`config.mk`:
```
export PLATFORM = sky130hd
export DESIGN_NAME = plab2_proc_imem_multi_drop_unit
export DESIGN_NICKNAME = d
export VERILOG_FILES = /design/src/rtl/plab2_proc_imem_multi_drop_unit.sv
export SDC_FILE = /design/constraint.sdc
export NUM_CORES = 1
export LEC_CHECK = 0
export CAP_MARGIN = 15
export CORE_MARGIN = 2
export CORE_UTILIZATION = 29
export DETAILED_ROUTE_END_ITERATION = 8
export PLACE_DENSITY = 0.82
export SLEW_MARGIN = 10
export SYNTH_ARGS = -nofsm -noshare
export SYNTH_HDL_FRONTEND = slang
export SYNTH_SLANG_ARGS = --single-unit
```
`constraint.sdc`:
```
create_clock -name clk -period 3.25 [get_ports clk]
set_input_delay 0.65 -clock clk [delete_from_list [all_inputs] [get_ports clk]]
set_output_delay 0.65 -clock clk [all_outputs]
set_load 0.005 [all_outputs]
```
`src/rtl/plab2_proc_imem_multi_drop_unit.sv`:
```
// Tracks up to p_max_inflight outstanding imem reqs; on squash, drops every resp owed to older reqs.
// Latency: resp path is combinational (0 cycles); req path gating is combinational.
// Backpressure: req_in_rdy drops while the tracker is full; in_rdy follows out_rdy only for live resps.
module plab2_proc_imem_multi_drop_unit #(
    parameter int p_msg_nbits    = 46,
    parameter int p_max_inflight = 4,
    parameter int p_cnt_nbits    = 3
) (
    input  logic                   clk,
    input  logic                   reset,
    input  logic                   req_in_val,
    output logic                   req_in_rdy,
    output logic                   req_out_val,
    input  logic                   req_out_rdy,
    input  logic                   squash,
    input  logic [p_msg_nbits-1:0] in_msg,
    input  logic                   in_val,
    output logic                   in_rdy,
    output logic [p_msg_nbits-1:0] out_msg,
    output logic                   out_val,
    input  logic                   out_rdy,
    output logic [p_cnt_nbits-1:0] live_count,
    output logic [p_cnt_nbits-1:0] drop_count,
    output logic                   err
);

    typedef logic [p_cnt_nbits-1:0] cnt_t;
    typedef logic [p_cnt_nbits:0]   occ_t;

    localparam occ_t max_occ = occ_t'(p_max_inflight);

    typedef enum logic [1:0] {
        MODE_IDLE,
        MODE_DROP,
        MODE_SQUASH,
        MODE_PASS
    } mode_t;

    cnt_t  live_q;
    cnt_t  drop_q;
    cnt_t  live_d;
    cnt_t  drop_d;
    logic  err_q;
    mode_t mode;
    logic  full;
    logic  req_fire;
    logic  dfire;
    logic  sfire;
    logic  pfire;
    logic  err_set;

    // Occupancy is judged on the current counts, so a resp retiring this
    // cycle does not open a slot for a req in the same cycle.
    assign full        = (occ_t'(live_q) + occ_t'(drop_q)) == max_occ;
    assign req_out_val = reset & req_in_val & ~full;
    assign req_in_rdy  = reset & req_out_rdy & ~full;
    assign req_fire    = req_out_val & req_out_rdy;

    assign out_msg    = in_msg;
    assign live_count = live_q;
    assign drop_count = drop_q;
    assign err        = err_q;

    // To-drop resps are always older than live ones, so they are consumed first.
    always_comb begin
        mode = MODE_IDLE;
        if (drop_q != '0) begin
            mode = MODE_DROP;
        end else if (live_q != '0) begin
            mode = squash ? MODE_SQUASH : MODE_PASS;
        end
    end

    always_comb begin
        in_rdy  = 1'b0;
        out_val = 1'b0;
        dfire   = 1'b0;
        sfire   = 1'b0;
        pfire   = 1'b0;
        err_set = 1'b0;
        if (reset) begin
            unique case (mode)
                MODE_DROP: begin
                    in_rdy = 1'b1;
                    dfire  = in_val;
                end
                MODE_SQUASH: begin
                    in_rdy = 1'b1;
                    sfire  = in_val;
                end
                MODE_PASS: begin
                    out_val = in_val;
                    in_rdy  = out_rdy;
                    pfire   = in_val & out_rdy;
                end
                default: begin
                    err_set = in_val;
                end
            endcase
        end
    end

    // A req firing in the squash cycle is the redirected fetch and stays live.
    always_comb begin
        live_d = live_q;
        drop_d = drop_q;
        if (squash) begin
            drop_d = drop_q - cnt_t'(dfire) + (live_q - cnt_t'(sfire));
            live_d = cnt_t'(req_fire);
        end else begin
            live_d = live_q + cnt_t'(req_fire) - cnt_t'(pfire);
            drop_d = drop_q - cnt_t'(dfire);
        end
    end

    always_ff @(posedge clk or negedge reset) begin
        if (!reset) begin
            live_q <= '0;
            drop_q <= '0;
            err_q  <= 1'b0;
        end else begin
            live_q <= live_d;
            drop_q <= drop_d;
            if (err_set) begin
                err_q <= 1'b1;
            end
        end
    end

endmodule

```
# After elaboration in Yosys (flattened, before gate mapping)

Cells that the tools add are included.

Flip-flop bits (word level): 7
Input bits: 53
Logic and storage cells: 41

$add $sub $neg: 6
Equality and inequality tests: 4
Mux-type cells: 17
Bitwise operators: 7
Reduce and logical (&&, ||, !) cells: 4

Operator list:

| operator                                       | count |
|---|---|
| 2-to-1 mux 1 bit                               | 12 |
| subtractor 3 x 1 -> 3 bit                      | 3 |
| bitwise AND 1 bit                              | 6 |
| 2-to-1 mux 3 bit                               | 2 |
| nonzero test 3 bit                             | 2 |
| adder 3 x 3 -> 4 bit                           | 1 |
| == test 2 bit (second input constant)          | 2 |
| == test 4 x 3 -> 1 bit (second input constant) | 1 |
| 2-to-1 mux 2 bit                               | 2 |
| adder 3 x 1 -> 3 bit                           | 1 |
| adder 3 bit                                    | 1 |
| OR reduction 3 bit                             | 1 |
| == test 2 x 1 -> 1 bit (second input constant) | 1 |
| one-hot mux 1 bit (2 select lines)             | 1 |
| OR reduction 2 bit                             | 1 |
| NOT 1 bit                                      | 1 |

# Logic depth before layout (Yosys ltp)

Depth after elaboration: 9
Mapped depth: 15
Depth with buffers taken out: 15

# Least setup slack after synthesis

OpenSTA, ideal clock, no wires.

Path kind: input to register
From: input squash
To: register drop_q[2] (netlist: drop_count[2])
Setup time: 0.125 ns
Arrival time: 3.128 ns
Data required time: 3.125 ns
Setup slack: -0.002 ns
Stages on the path: 13
Path buffers: 1
Cells stage by stage: clkbuf_1 > o21ai_0 > ha_1 > and3_1 > ha_1 > ha_1 > ha_1 > inv_1 > fa_1 > xnor2_1 > xnor2_1 > nand2_1 > xnor2_1

Word-level cells in the longest chain between the ends: 9
Elaborated cells between the ends (all ways): 13

Ends and longest elaborated chain:

| item                                                           | line     | source |
|---|---|---|
| start, declared                                                | 15       | `input logic squash,` |
| 2-to-1 mux 1 bit                                               | 70       | `mode = squash ? MODE_SQUASH : MODE_PASS;` |
| 2-to-1 mux 2 bit                                               | 69       | `end else if (live_q != '0) begin` |
| 2-to-1 mux 2 bit                                               | 67       | `if (drop_q != '0) begin` |
| == test 2 x 1 -> 1 bit / == test 2 bit (equally long branches) | 82       | `unique case (mode)` |
| 2-to-1 mux 1 bit                                               | 82       |  |
| 2-to-1 mux 1 bit                                               | 81       | `if (reset) begin` |
| subtractor 3 x 1 -> 3 bit, on equally long branches            | 108, 112 |  |
| adder 3 bit                                                    | 108      | `drop_d = drop_q - cnt_t'(dfire) + (live_q - cnt_t'(sfire));` |
| 2-to-1 mux 3 bit *                                             | 107      | `if (squash) begin` |
| net drop_d[2]                                                  | 42       | `cnt_t drop_d;` |
| end signal, assigned                                           | 123      | `drop_q <= drop_d;` |
| end, declared                                                  | 40       | `cnt_t drop_q;` |

The timed path passes the listed nets; every way through them passes the cells marked *.
A chain may end at the register's enable or synchronous reset.

# Final worst setup path

From: register live_q[0] (netlist: live_count[0])
To: output req_in_rdy

Word-level cells in the longest chain between the ends: 4

Ends and longest elaborated chain:

| item                   | line | source |
|---|---|---|
| start, declared        | 39   | `cnt_t live_q;` |
| start signal, assigned | 122  | `live_q <= live_d;` |
| adder 3 x 3 -> 4 bit   | 54   | `assign full = (occ_t'(live_q) + occ_t'(drop_q)) == max_occ;` |
| == test 4 x 3 -> 1 bit | 54   |  |
| NOT 1 bit              | 56   | `assign req_in_rdy = reset & req_out_rdy & ~full;` |
| bitwise AND 1 bit      | 56   |  |
| end, declared          | 12   | `output logic req_in_rdy,` |

Every way passes these cells.

==> impl_metrics.yaml <==
drt:
  drc: 0
  drt_wl_total_um: 1756
  final_antenna_net_count: 0
  routed.top_layer: "met4"
  route.met2.wl_um: 847
  vias: 635
  wl_met1_um: 746
  wl_met3_um: 143
  wl_per_cell_um: 11.79
  dr.pass1.iters: 2
  vias_per_cell: 4.262
  first_iter_violations: 9
die:
  rows: 21
  start_util: 0.3090
  die_width_um: 64.10
  coreArea_mm2: 0.003390
  die_h_um: 64.10
  ios: 110
  dieArea_mm2: 0.004108
placement:
  placed_cells: 145
  place_congestion: 0.8344
  port-buffer-count: 17
  dp_hpwl_um: 1489
clock_tree:
  cts_hold_buf: 0
  postCtsSetupBuffers: 0
  cts_sinks: 7
  cts-htree-levels: 1
  clkTransAtPathRegs_ns: 0.06
  cts_buffers: 3
  cts_tree: "yes"
  clockBufferDepth: 2
  root_buffer: "clkbuf_4"
  insertion_delay_ns: 0.25
worst_setup_path:
  critPathCaptureType: "primary output"
  worstPathMaxFanout: 4
  crit_slowest_cell: "clkdlybuf4s50_1"
  cp.required_ns: 2.60
  crit_path_cell_trace: "buf_4 > ha_1 > inv_1 > fa_1 > inv_1 > o31ai_2 > o2111ai_2 > and3_1 > clkdlybuf4s50_1"
  cp-startpoint: "live_count[0]$_DFF_PN0_"
  ff2ff_setup_slack_ns: 0.24
  max_stage_delay_ns: 0.43
  cp-start-kind: "flop"
  worstReg2RegStart: "drop_count[1]$_DFF_PN0_"
  crit_type: "reg -> out"
  crit_path_frequent_cell: "inv_1"
  reg2regPathDepth: 13
  reg2reg_to: "drop_count[2]$_DFF_PN0_"
  crit_arrival_ns: 2.40
grt:
  grt_pass1_wl_um: 2918
  grt_max_degree: 17
  antenna_found_initial: 0
  grt_pass1_vias: 667
  track_usage: 0.09084
  gr-total-overflow: 0
layout:
  n_fill_cell: 345
  layout_common_cells: "clkdlybuf4s50_1, ha_1, inv_1"
  drive_gt1_frac: 0.1845
  final_common_cell: "clkdlybuf4s50_1"
  finalNonFillerCells: 149
  nets: 175
  syn_to_final_growth_pct: -0.5972
  antenna_cells: 0
synthesis:
  avgSynthCellArea_um2: 8.727
  syn_area_mm2: 0.001047
  netlist_instances: 120
  ys_ff_latch: 7
  synth.distinct_cells: 22
  yosysWarnings: 0
  synth.net_count: 191
  yosysSeqAreaShare: 0.1673
timing:
  maxSlewViolCount: 0
  tightest_slew_ns: 0.3828
  hold_viol: 0
  fmax_ghz: 0.3274
  post-route-period-util: 0.9397
  min_period_ns: 3.054
  finalSetupTns_ns: 0
  rsz0062_at_grt: "no"
  finClkSkew_ns: 0.009672
  finalSetupViolCount: 0
  maxSlewHeadroom: 0.7428
worst_hold_path:
  hp-start: "err$_DFFE_PN0P_"
  whs_endpoint: "err$_DFFE_PN0P_"
  min_path_type: "reg -> reg"
  hold_depth: 1
power:
  powerDensity_mw_per_mm2: 700.1
  power_uw: 728.8
  ir_drop_mv: 0.2081
  power_leakage_nw: 0.5213
status:
  status: "completed"
run:
  drv_cap: 0
==> cell type report <==
cell class	instances	area, um^2	area share
Tap cell	46	57.56	0.05529
Timing Repair Buffer	26	240.2	0.2308
Clock buffer	4	26.28	0.02524
Multi-Input combinational cell	53	493.0	0.4736
Inverter	13	48.80	0.04687
Sequential cell	7	175.2	0.1683
==> worst max-delay path: cells and delay by family, from the launching register on <==
family | cells | cell delay (ns)
buffers and inverters | 4 | 0.73
AOI/OAI and AO/OA | 2 | 0.47
DFF | 1 | 0.37
adders and majority gates | 2 | 0.36
and+or+nand+nor | 1 | 0.23
==> routing by layer <==
metal | global-route usage | vias to the layer above
met4 | 0.04521 | 0
met3 | 0.03873 | 6
met1 | 0.09848 | 306
met5 | 0 | -
met2 | 0.1510 | 21
li1 | - | 302
==> through the flow <==
| stage | cell area [um^2] | utilization | setup WS, ns | hold WS (ns) |
|---|---|---|---|---|
| floorplan | 1049 | - | 0.1154 | 0.3544 |
| global placement | 993.5 | 0.2931 | -0.1889 | 0.4571 |
| detailed placement | 993.5 | 0.2931 | -0.3141 | 0.4697 |
| CTS | 1022 | 0.3016 | 0.01647 | 0.4879 |
| global route | 1041 | 0.3071 | 0.01249 | 0.5106 |
| finish | 1041 | 0.3071 | 0.1961 | 0.4805 |
==> cell families (layout without fill, tap and decap cells) <==
group,Yosys count,in the layout,synth area share
and+or+nand+nor,21,21,0.1039
AOI/OAI and AO/OA,8,8,0.06211
DFF,7,7,0.1673
adders and majority gates,18,18,0.2366
xor gates and xnor gates,6,6,0.05018
buffers and inverters,60,43,0.3799
==> synth_stat cells <==
library cell   n  area (um^2)
ha_1          15        187.7
dfrtp_1        7        175.2
buf_4         46        345.3
nand2_1        5        18.77
and3_1         5        31.28
inv_1         13        48.80
nor2_1         4        15.01
a21oi_1        1        5.000
and4_1         1        8.760
and2_1         1        6.260
xor2_1         1        8.760
nand2b_1       2        12.51
nand4_1        1        6.260
fa_1           3        60.06
o2111ai_2      1        15.01
o21ai_0        3        15.01
o31ai_2        1        12.51
xnor2_1        5        43.79
a31o_2         1        8.760
a22o_1         1        8.760
nor3_1         2        10.01
clkbuf_1       1        3.750
==> how the worst max path moves through the flow <==
stage	cells past startpoint	endpoint	slack, ns
6_report	9	req_in_rdy	0.20
5_1_grt	13	drop_count[2]$_DFF_PN0_	0.01
4_1_cts	9	in_rdy	0.02
3_5_place_dp	13	drop_count[2]$_DFF_PN0_	-0.31
3_3_place_gp	13	drop_count[2]$_DFF_PN0_	-0.19
2_1_floorplan	13	drop_count[2]$_DFF_PN0_	0.12
==> sequential cells by signal (all words and copies together), names as in the netlist <==
signal and count:
live_count 3, drop_count 3, err 1
==> repair_timing <==
item | in CTS | in global routing
pin swaps | 1 | 2
gates resized for setup | 2 | 4
endpoints found under the setup margin | 2 | 2
hold endpoints to repair | 0 | 0
==> power by group <==
group | internal [mW] | total [mW] | switching, mW
registers | 0.120 | 0.149 | 0.0291
clock network | 0.0468 | 0.0781 | 0.0313
logic | 0.279 | 0.501 | 0.222
total | 0.446 | 0.729 | 0.283
Note: power is estimated with default switching activity, not from simulation.
